## src/rtl/antirrebote_pkg.sv

```systemverilog
// Shared definitions for the push-button debouncer: FSM state encoding and
// default timing constants (50 MHz clock: 20 ms debounce, 2 s long press).
package antirrebote_pkg;

    typedef enum logic [1:0] {
        IDLE        = 2'd0,
        DEB_PRESS   = 2'd1,
        PRESSED     = 2'd2,
        DEB_RELEASE = 2'd3
    } estado_e;

    localparam logic [19:0] DEB_CYC_DEF  = 20'd1000000;
    localparam logic [26:0] LONG_CYC_DEF = 27'd100000000;

endpackage

```

## src/rtl/antirrebote_pulso_sincronizador.sv

```systemverilog
// Two-flop synchronizer bringing the raw button into the clk domain.
module sincronizador (
    input  logic clk,
    input  logic rst,
    input  logic d_i,
    output logic q_o
);

    logic meta_q;
    logic sync_q;

    always_ff @(posedge clk or posedge rst) begin
        if (rst) begin
            meta_q <= 1'b0;
            sync_q <= 1'b0;
        end else begin
            meta_q <= d_i;
            sync_q <= meta_q;
        end
    end

    assign q_o = sync_q;

endmodule

```

## src/rtl/antirrebote_pulso.sv

```systemverilog
// Push-button debouncer with one-cycle press strobe and optional long-press
// strobe (long-press logic built only when ANTIRREBOTE_LONG_EN is defined).
//
// state       | meaning
// IDLE        | button released and stable
// DEB_PRESS   | button seen high, waiting out the press bounce window
// PRESSED     | press accepted, long-press timer running
// DEB_RELEASE | button seen low, waiting out the release bounce window
module antirrebote_pulso
    import antirrebote_pkg::*;
#(
    parameter int                    BIT_DEB  = 20,
    parameter logic [BIT_DEB-1:0]    DEB_CYC  = DEB_CYC_DEF,
    parameter int                    BIT_LONG = 27,
    parameter logic [BIT_LONG-1:0]   LONG_CYC = LONG_CYC_DEF
) (
    input  logic clk,
    input  logic rst,
    input  logic btn_in,
    output logic level,
    output logic pulse,
    output logic long_pulse
);

    // The debounce counter holds the cycles already spent in the window, so
    // the window closes when it reaches DEB_CYC-2 on the last stable cycle.
    localparam logic [BIT_DEB-1:0]  DEB_LAST  = DEB_CYC - BIT_DEB'(2);
    localparam logic [BIT_LONG-1:0] LONG_LAST = LONG_CYC - BIT_LONG'(1);

    if (DEB_CYC < BIT_DEB'(2) || 64'(LONG_CYC) <= 64'(DEB_CYC)) begin : g_cfg_err
        $error("antirrebote_pulso: need DEB_CYC >= 2 and LONG_CYC > DEB_CYC");
    end

    logic               btn_sync;
    estado_e            state_q;
    logic [BIT_DEB-1:0] deb_cnt_q;
    logic               level_q;
    logic               pulse_q;

    sincronizador u_sync (
        .clk (clk),
        .rst (rst),
        .d_i (btn_in),
        .q_o (btn_sync)
    );

`ifdef ANTIRREBOTE_LONG_EN
    logic [BIT_LONG-1:0] long_cnt_q;
    logic                long_done_q;
    logic                long_pulse_q;
`endif

    always_ff @(posedge clk or posedge rst) begin
        if (rst) begin
            state_q      <= IDLE;
            deb_cnt_q    <= '0;
            level_q      <= 1'b0;
            pulse_q      <= 1'b0;
`ifdef ANTIRREBOTE_LONG_EN
            long_cnt_q   <= '0;
            long_done_q  <= 1'b0;
            long_pulse_q <= 1'b0;
`endif
        end else begin
            pulse_q      <= 1'b0;
`ifdef ANTIRREBOTE_LONG_EN
            long_pulse_q <= 1'b0;
`endif
            case (state_q)
                IDLE: begin
                    level_q <= 1'b0;
                    if (btn_sync) begin
                        state_q   <= DEB_PRESS;
                        deb_cnt_q <= '0;
                    end
                end
                DEB_PRESS: begin
                    if (!btn_sync) begin
                        state_q <= IDLE;
                    end else if (deb_cnt_q == DEB_LAST) begin
                        state_q <= PRESSED;
                        pulse_q <= 1'b1;
                        level_q <= 1'b1;
                    end else begin
                        deb_cnt_q <= deb_cnt_q + BIT_DEB'(1);
                    end
                end
                PRESSED: begin
                    if (!btn_sync) begin
                        state_q   <= DEB_RELEASE;
                        deb_cnt_q <= '0;
                    end
`ifdef ANTIRREBOTE_LONG_EN
                    else if (long_cnt_q != LONG_LAST) begin
                        long_cnt_q <= long_cnt_q + BIT_LONG'(1);
                    end else if (!long_done_q) begin
                        long_pulse_q <= 1'b1;
                        long_done_q  <= 1'b1;
                    end
`endif
                end
                DEB_RELEASE: begin
                    // A bounce back to high resumes the press without a new strobe.
                    if (btn_sync) begin
                        state_q <= PRESSED;
                    end else if (deb_cnt_q == DEB_LAST) begin
                        state_q     <= IDLE;
                        level_q     <= 1'b0;
`ifdef ANTIRREBOTE_LONG_EN
                        long_cnt_q  <= '0;
                        long_done_q <= 1'b0;
`endif
                    end else begin
                        deb_cnt_q <= deb_cnt_q + BIT_DEB'(1);
                    end
                end
                default: begin
                    state_q <= IDLE;
                    level_q <= 1'b0;
                end
            endcase
        end
    end

    assign level = level_q;
    assign pulse = pulse_q;

`ifdef ANTIRREBOTE_LONG_EN
    assign long_pulse = long_pulse_q;
`else
    assign long_pulse = 1'b0;
`endif

endmodule

```

## config.mk

```make
export PLATFORM = sky130hd
export DESIGN_NAME = antirrebote_pulso
export DESIGN_NICKNAME = d
export VERILOG_FILES = /design/src/rtl/antirrebote_pkg.sv /design/src/rtl/antirrebote_pulso_sincronizador.sv /design/src/rtl/antirrebote_pulso.sv
export SDC_FILE = /design/constraint.sdc
export NUM_CORES = 1
export LEC_CHECK = 0
export ABC_AREA = 1
export ABC_CLOCK_PERIOD_IN_PS = 3200
export CORE_ASPECT_RATIO = 1.75
export CORE_MARGIN = 5
export CORE_UTILIZATION = 45
export DETAILED_ROUTE_END_ITERATION = 6
export PLACE_DENSITY = 0.63
export SYNTH_ARGS = -nofsm -noshare
export SYNTH_HDL_FRONTEND = slang
export SYNTH_SLANG_ARGS = --single-unit
```

## constraint.sdc

```tcl
create_clock -name clk -period 3.2 [get_ports clk]
set_input_delay 0.64 -clock clk [delete_from_list [all_inputs] [get_ports clk]]
set_output_delay 0.64 -clock clk [all_outputs]
set_load 0.005 [all_outputs]
```

* Yosys cells after proc, flatten, opt, wreduce, memory -nomap -nowiden
Index checks and enable logic that the tools add are counted.
Storage, ports and cells: bits in registers 26, input port bits 3, output and inout port bits 3, logic and storage cells 45
Cells by class: $add $sub $neg 1, eq/ne operators 12, muxes and demuxes 21, reduce and logical (&&, ||, !) cells 5
Operators with widths (number):
- $mux 20 | 5
- $pmux 20 s4 | 1
- $add 20x1->20 const B | 1
- $eq 20x20->1 const B | 1
- $mux 2 | 6
- $ne 2x2->1 const B | 4
- $pmux 2 s4 | 1
- $reduce_and 4->1 | 2
- $mux 1 | 7
- $reduce_and 5->1 | 1
- $eq 2x2->1 const B | 2
- $ne 2x1->1 const B | 2
- $ne 3x2->1 const B | 1
- $ne 3x3->1 const B | 1
- $pmux 1 s3 | 1
- $reduce_bool 3->1 | 1
- $eq 2x1->1 const B | 1
- $logic_not 2->1 | 1

* Logic depth before layout (Yosys ltp)
depth in word-level cells 4, mapped depth 10, mapped depth without buffers 9

* Hierarchy
A second synthesis with hierarchy kept.
Second synthesis, totals: cell total of the unflattened synthesis 217, area, all modules 1785.5 um^2
By module, submodules not included:
- antirrebote_pulso | times used 1, cells each 214, area each 1731.7 um^2, seq. area each 600.6 um^2
- sincronizador | times used 1, cells each 3, area each 53.8 um^2, seq. area each 50.0 um^2

* Worst setup path after synthesis
OpenSTA, ideal clock, no wires.
path type reg2reg, from register state_q[0], to register deb_cnt_q[8], library setup time 0.065 ns, data arrival time 1.540 ns, required time 3.135 ns, slack 1.595 ns, cell stages (with the launch flop) 10, path buffers 1, period minus slack after synthesis 1.605 ns, path through dfrtp_1 > ha_1 > nor2_4 > inv_2 > nor2_2 > inv_1 > nand2_4 > buf_8 > nand3_1 > nand2_1
On the way: word-level cells in the longest chain between the ends 3, elaborated cells on any way between the ends 10, those cells by class 7 x eq/ne; 1 x mux; 2 x reduce/logical
Ends and longest elaborated chain:
- start, declared | RTL line antirrebote_pulso.sv:35 | estado_e state_q;
- start signal, assigned | RTL line antirrebote_pulso.sv:55 | state_q <= IDLE;
- start signal, assigned | RTL line antirrebote_pulso.sv:73 | state_q <= DEB_PRESS;
- start signal, assigned | RTL line antirrebote_pulso.sv:79 | state_q <= IDLE;
- $eq 2x1->1, or another cell as far along | RTL line antirrebote_pulso.sv:69 | case (state_q)
- $ne 2x1->1 (no line) or $ne 2x2->1 (tied branches)
- $reduce_and 4->1 (no line)
- end signal, assigned | RTL line antirrebote_pulso.sv:85 | deb_cnt_q <= deb_cnt_q + BIT_DEB'(1);
- end signal, assigned | RTL line antirrebote_pulso.sv:114 | deb_cnt_q <= deb_cnt_q + BIT_DEB'(1);
- end, declared | RTL line antirrebote_pulso.sv:36 | logic [BIT_DEB-1:0] deb_cnt_q;
Several ways; a longest one is shown, not always the timed one. A chain may end at the register's enable or synchronous reset.

* Final worst setup path
from register state_q[0], to register deb_cnt_q[14]
The elaborated chain is that of the path after synthesis.

==> flow_summary.ini <==
[floorplanning]
ios = 6
floorplan.die.width_um = 57.8
rows = 30
fp.coreArea_um2 = 3870
fp.dieH_um = 93.7
start_util_pct = 46.6
die-area_um2 = 5420

[worst_hold_path]
holdPathEnd = u_sync.q_o
hold_class = flip-flop to flip-flop
min_from = u_sync.meta_q
hold_depth = 0

[sta]
rsz0062_at_grt = false
min_period_ps = 1990
fin_skew_ps = 12.1
maxSlewHeadroom_pct = 61.1
fin_tns_setup_ps = 0
final-setup-viol-count = 0
tightest_slew_ps = 582
worst_slack_ps = 1210
fin_crit_sh_pct = 62.1
fmax_ghz = 0.503
final_max_slew_viol_count = 0
hold_viol_final = 0

[synth]
synthesis.area_um2 = 1800
yosysWarningCount = 0
synth_top_area_share_pct = 36.1
yosys-top-cells-area = dfrtp_1 36%, nand2_1 18%, nor2_1 7.7%
syn_area_per_cell_um2 = 7.09
synth_seq_cells = 26
netlist_instances = 254
synth_fp_nets = 263
yosysUniqueCellTypes = 26
ys_seq_area_share_pct = 36.1
yosys.area.top_type = dfrtp_1

[setup_path]
arrival_ps = 2210
crit_type = flip-flop to flip-flop
end_kind = flip-flop
worst_setup_path_start_kind = flip-flop
ff2ff_setup_slack_ps = 1210
cp_max_fo = 21
reg2reg_depth = 7
critPathRequiredTime_ps = 3420
r2r_end = deb_cnt_q[14]
worstReg2RegStart = state_q[0]

[global_routing]
antenna_found_initial = 0
grt_max_degree = 27
grt_pass1_vias = 1611
grt_usage_pct = 17.3
grt_overflow = 0
grt_pass1_wl_mm = 7.19

[cts]
clock_sinks = 26
clk_latency_ps = 280
cts_max_level = 1
cts_setup_buffers = 0
cts_buffers = 3
path_clk_slew_ps = 100
cts_hold_buffers = 0
cts-resized-gates = 0
cts_root_buffer = clkbuf_8
cts_tree = built
cts_buffer_depth = 2

[cells_and_area]
final_cells = 306
final_util_pct = 49.4
syn2layout_area_growth_pct = 6.11
final_cell_mix = 88 x nand2_1, 37 x nor2_1, 26 x dfrtp_1
diodes = 0
fin_nets = 268
layout-drive-gt1-share_pct = 10.5
fin_area_um2 = 1910
final_common_cell = nand2_1

[route]
wl_per_cell_um = 13.0
drc = 0
ant_nets = 0
drt_pass1_iterations = 4
wl_mm = 3.99
dr_total_vias = 1540
drt_iter0_drc = 34
viasPerCell = 5.03

[pwr]
power_density_nw_per_um2 = 596
vdd_drop_max_mv = 0.731
power.leakage_nw = 0.872

[place]
placed_cells = 302
dp_hpwl_mm = 3.15
pre_cts_ws_ps = 1180
placed_area_um2 = 1860
port_buffers = 4
routabilityCongestion = 0.865

[outcome]
status = complete, no violations

[run]
maxCapViolations = 0
report_power, final:
group	total, mW	switching (mW)	internal [mW]
Combinational	0.508	0.362	0.147
Sequential	0.408	0.0445	0.363
Clock	0.223	0.113	0.110
kinds of logic (layout without fill, tap and decap cells):
family | count (synthesis) | in the layout | share of synthesized area, %
simple gates | 165 | 165 | 39.4
buf+inv | 26 | 30 | 7.29
other cells | 1 | 1 | 0.208
fa+ha+maj | 6 | 6 | 4.17
flops | 26 | 26 | 36.1
xor+xnor | 14 | 14 | 6.81
compound gates | 16 | 16 | 6.04
critical path: stages, from the launching register on:
cell and delay [ps]:
dfrtp_1 470, ha_1 330, nor2_4 100, inv_2 240
nor2_2 110, a21oi_4 470, nand2_1 130, o21ai_2 80
through the flow:
stage	hold WS [ps]	power, mW
after floorplan	331	0.884
after global placement	344	0.922
after detailed placement	348	0.933
after CTS	380	1.15
after global routing	391	1.24
final	378	1.14
layer usage:
layer | GRT usage, % | part of all wire (%) | wire, um | vias to the layer above
li1 | - | - | - | 790
met1 | 16.5 | 36 | 1450 | 708
met3 | 2.20 | 1.8 | 73 | 17
met2 | 33.8 | 57 | 2280 | 25
met4 | 9.48 | 4.6 | 183 | 0
met5 | 0 | 0 | 0 | -
cell type report:
cell class | instances | area [um^2]
Clock buffer | 4 | 55.1
Fill cell | 402 | 1950
Inverter | 21 | 78.8
Multi-Input combinational cell | 202 | 1020
Sequential cell | 26 | 651
Tap cell | 48 | 60.1
Timing Repair Buffer | 5 | 47.5
worst max-delay path by stage:
stage,from,to,slack [ps],cells after the start
finish,state_q[0],deb_cnt_q[14],1210,7
CTS,flip-flop,deb_cnt_q[17],1170,8
detailed placement,flip-flop,deb_cnt_q[19],1180,7
floorplan,state_q[0],deb_cnt_q[8],1590,9
global route,state_q[0],deb_cnt_q[19],920,7
global placement,flip-flop,deb_cnt_q[19],1230,7
state kept, by name (all words and copies together), names as in the netlist, named ones only:
register and cells:
state_q 1, u_sync.meta_q 1, level 1, u_sync.q_o 1, deb_cnt_q 20, pulse 1
cell usage after synthesis:
| cell | instances |
|---|---|
| and2_1 | 1 |
| inv_2 | 3 |
| conb_1 | 1 |
| inv_1 | 18 |
| o21ai_0 | 8 |
| o21ai_2 | 3 |
| nand3_2 | 3 |
| ha_1 | 6 |
| o21ai_1 | 1 |
| a21oi_1 | 1 |
| xor2_1 | 8 |
| a21oi_2 | 1 |
| nand2_4 | 1 |
| dfrtp_1 | 26 |
| buf_8 | 1 |
| a21oi_4 | 1 |
| xnor2_1 | 6 |
| o21bai_1 | 1 |
| nor2_4 | 1 |
| nand2_2 | 2 |
| nand2_1 | 88 |
| nor2_1 | 37 |
| buf_6 | 2 |
| nor2_2 | 7 |
| buf_4 | 2 |
| nand3_1 | 25 |
(Power assumes the default switching activity.)
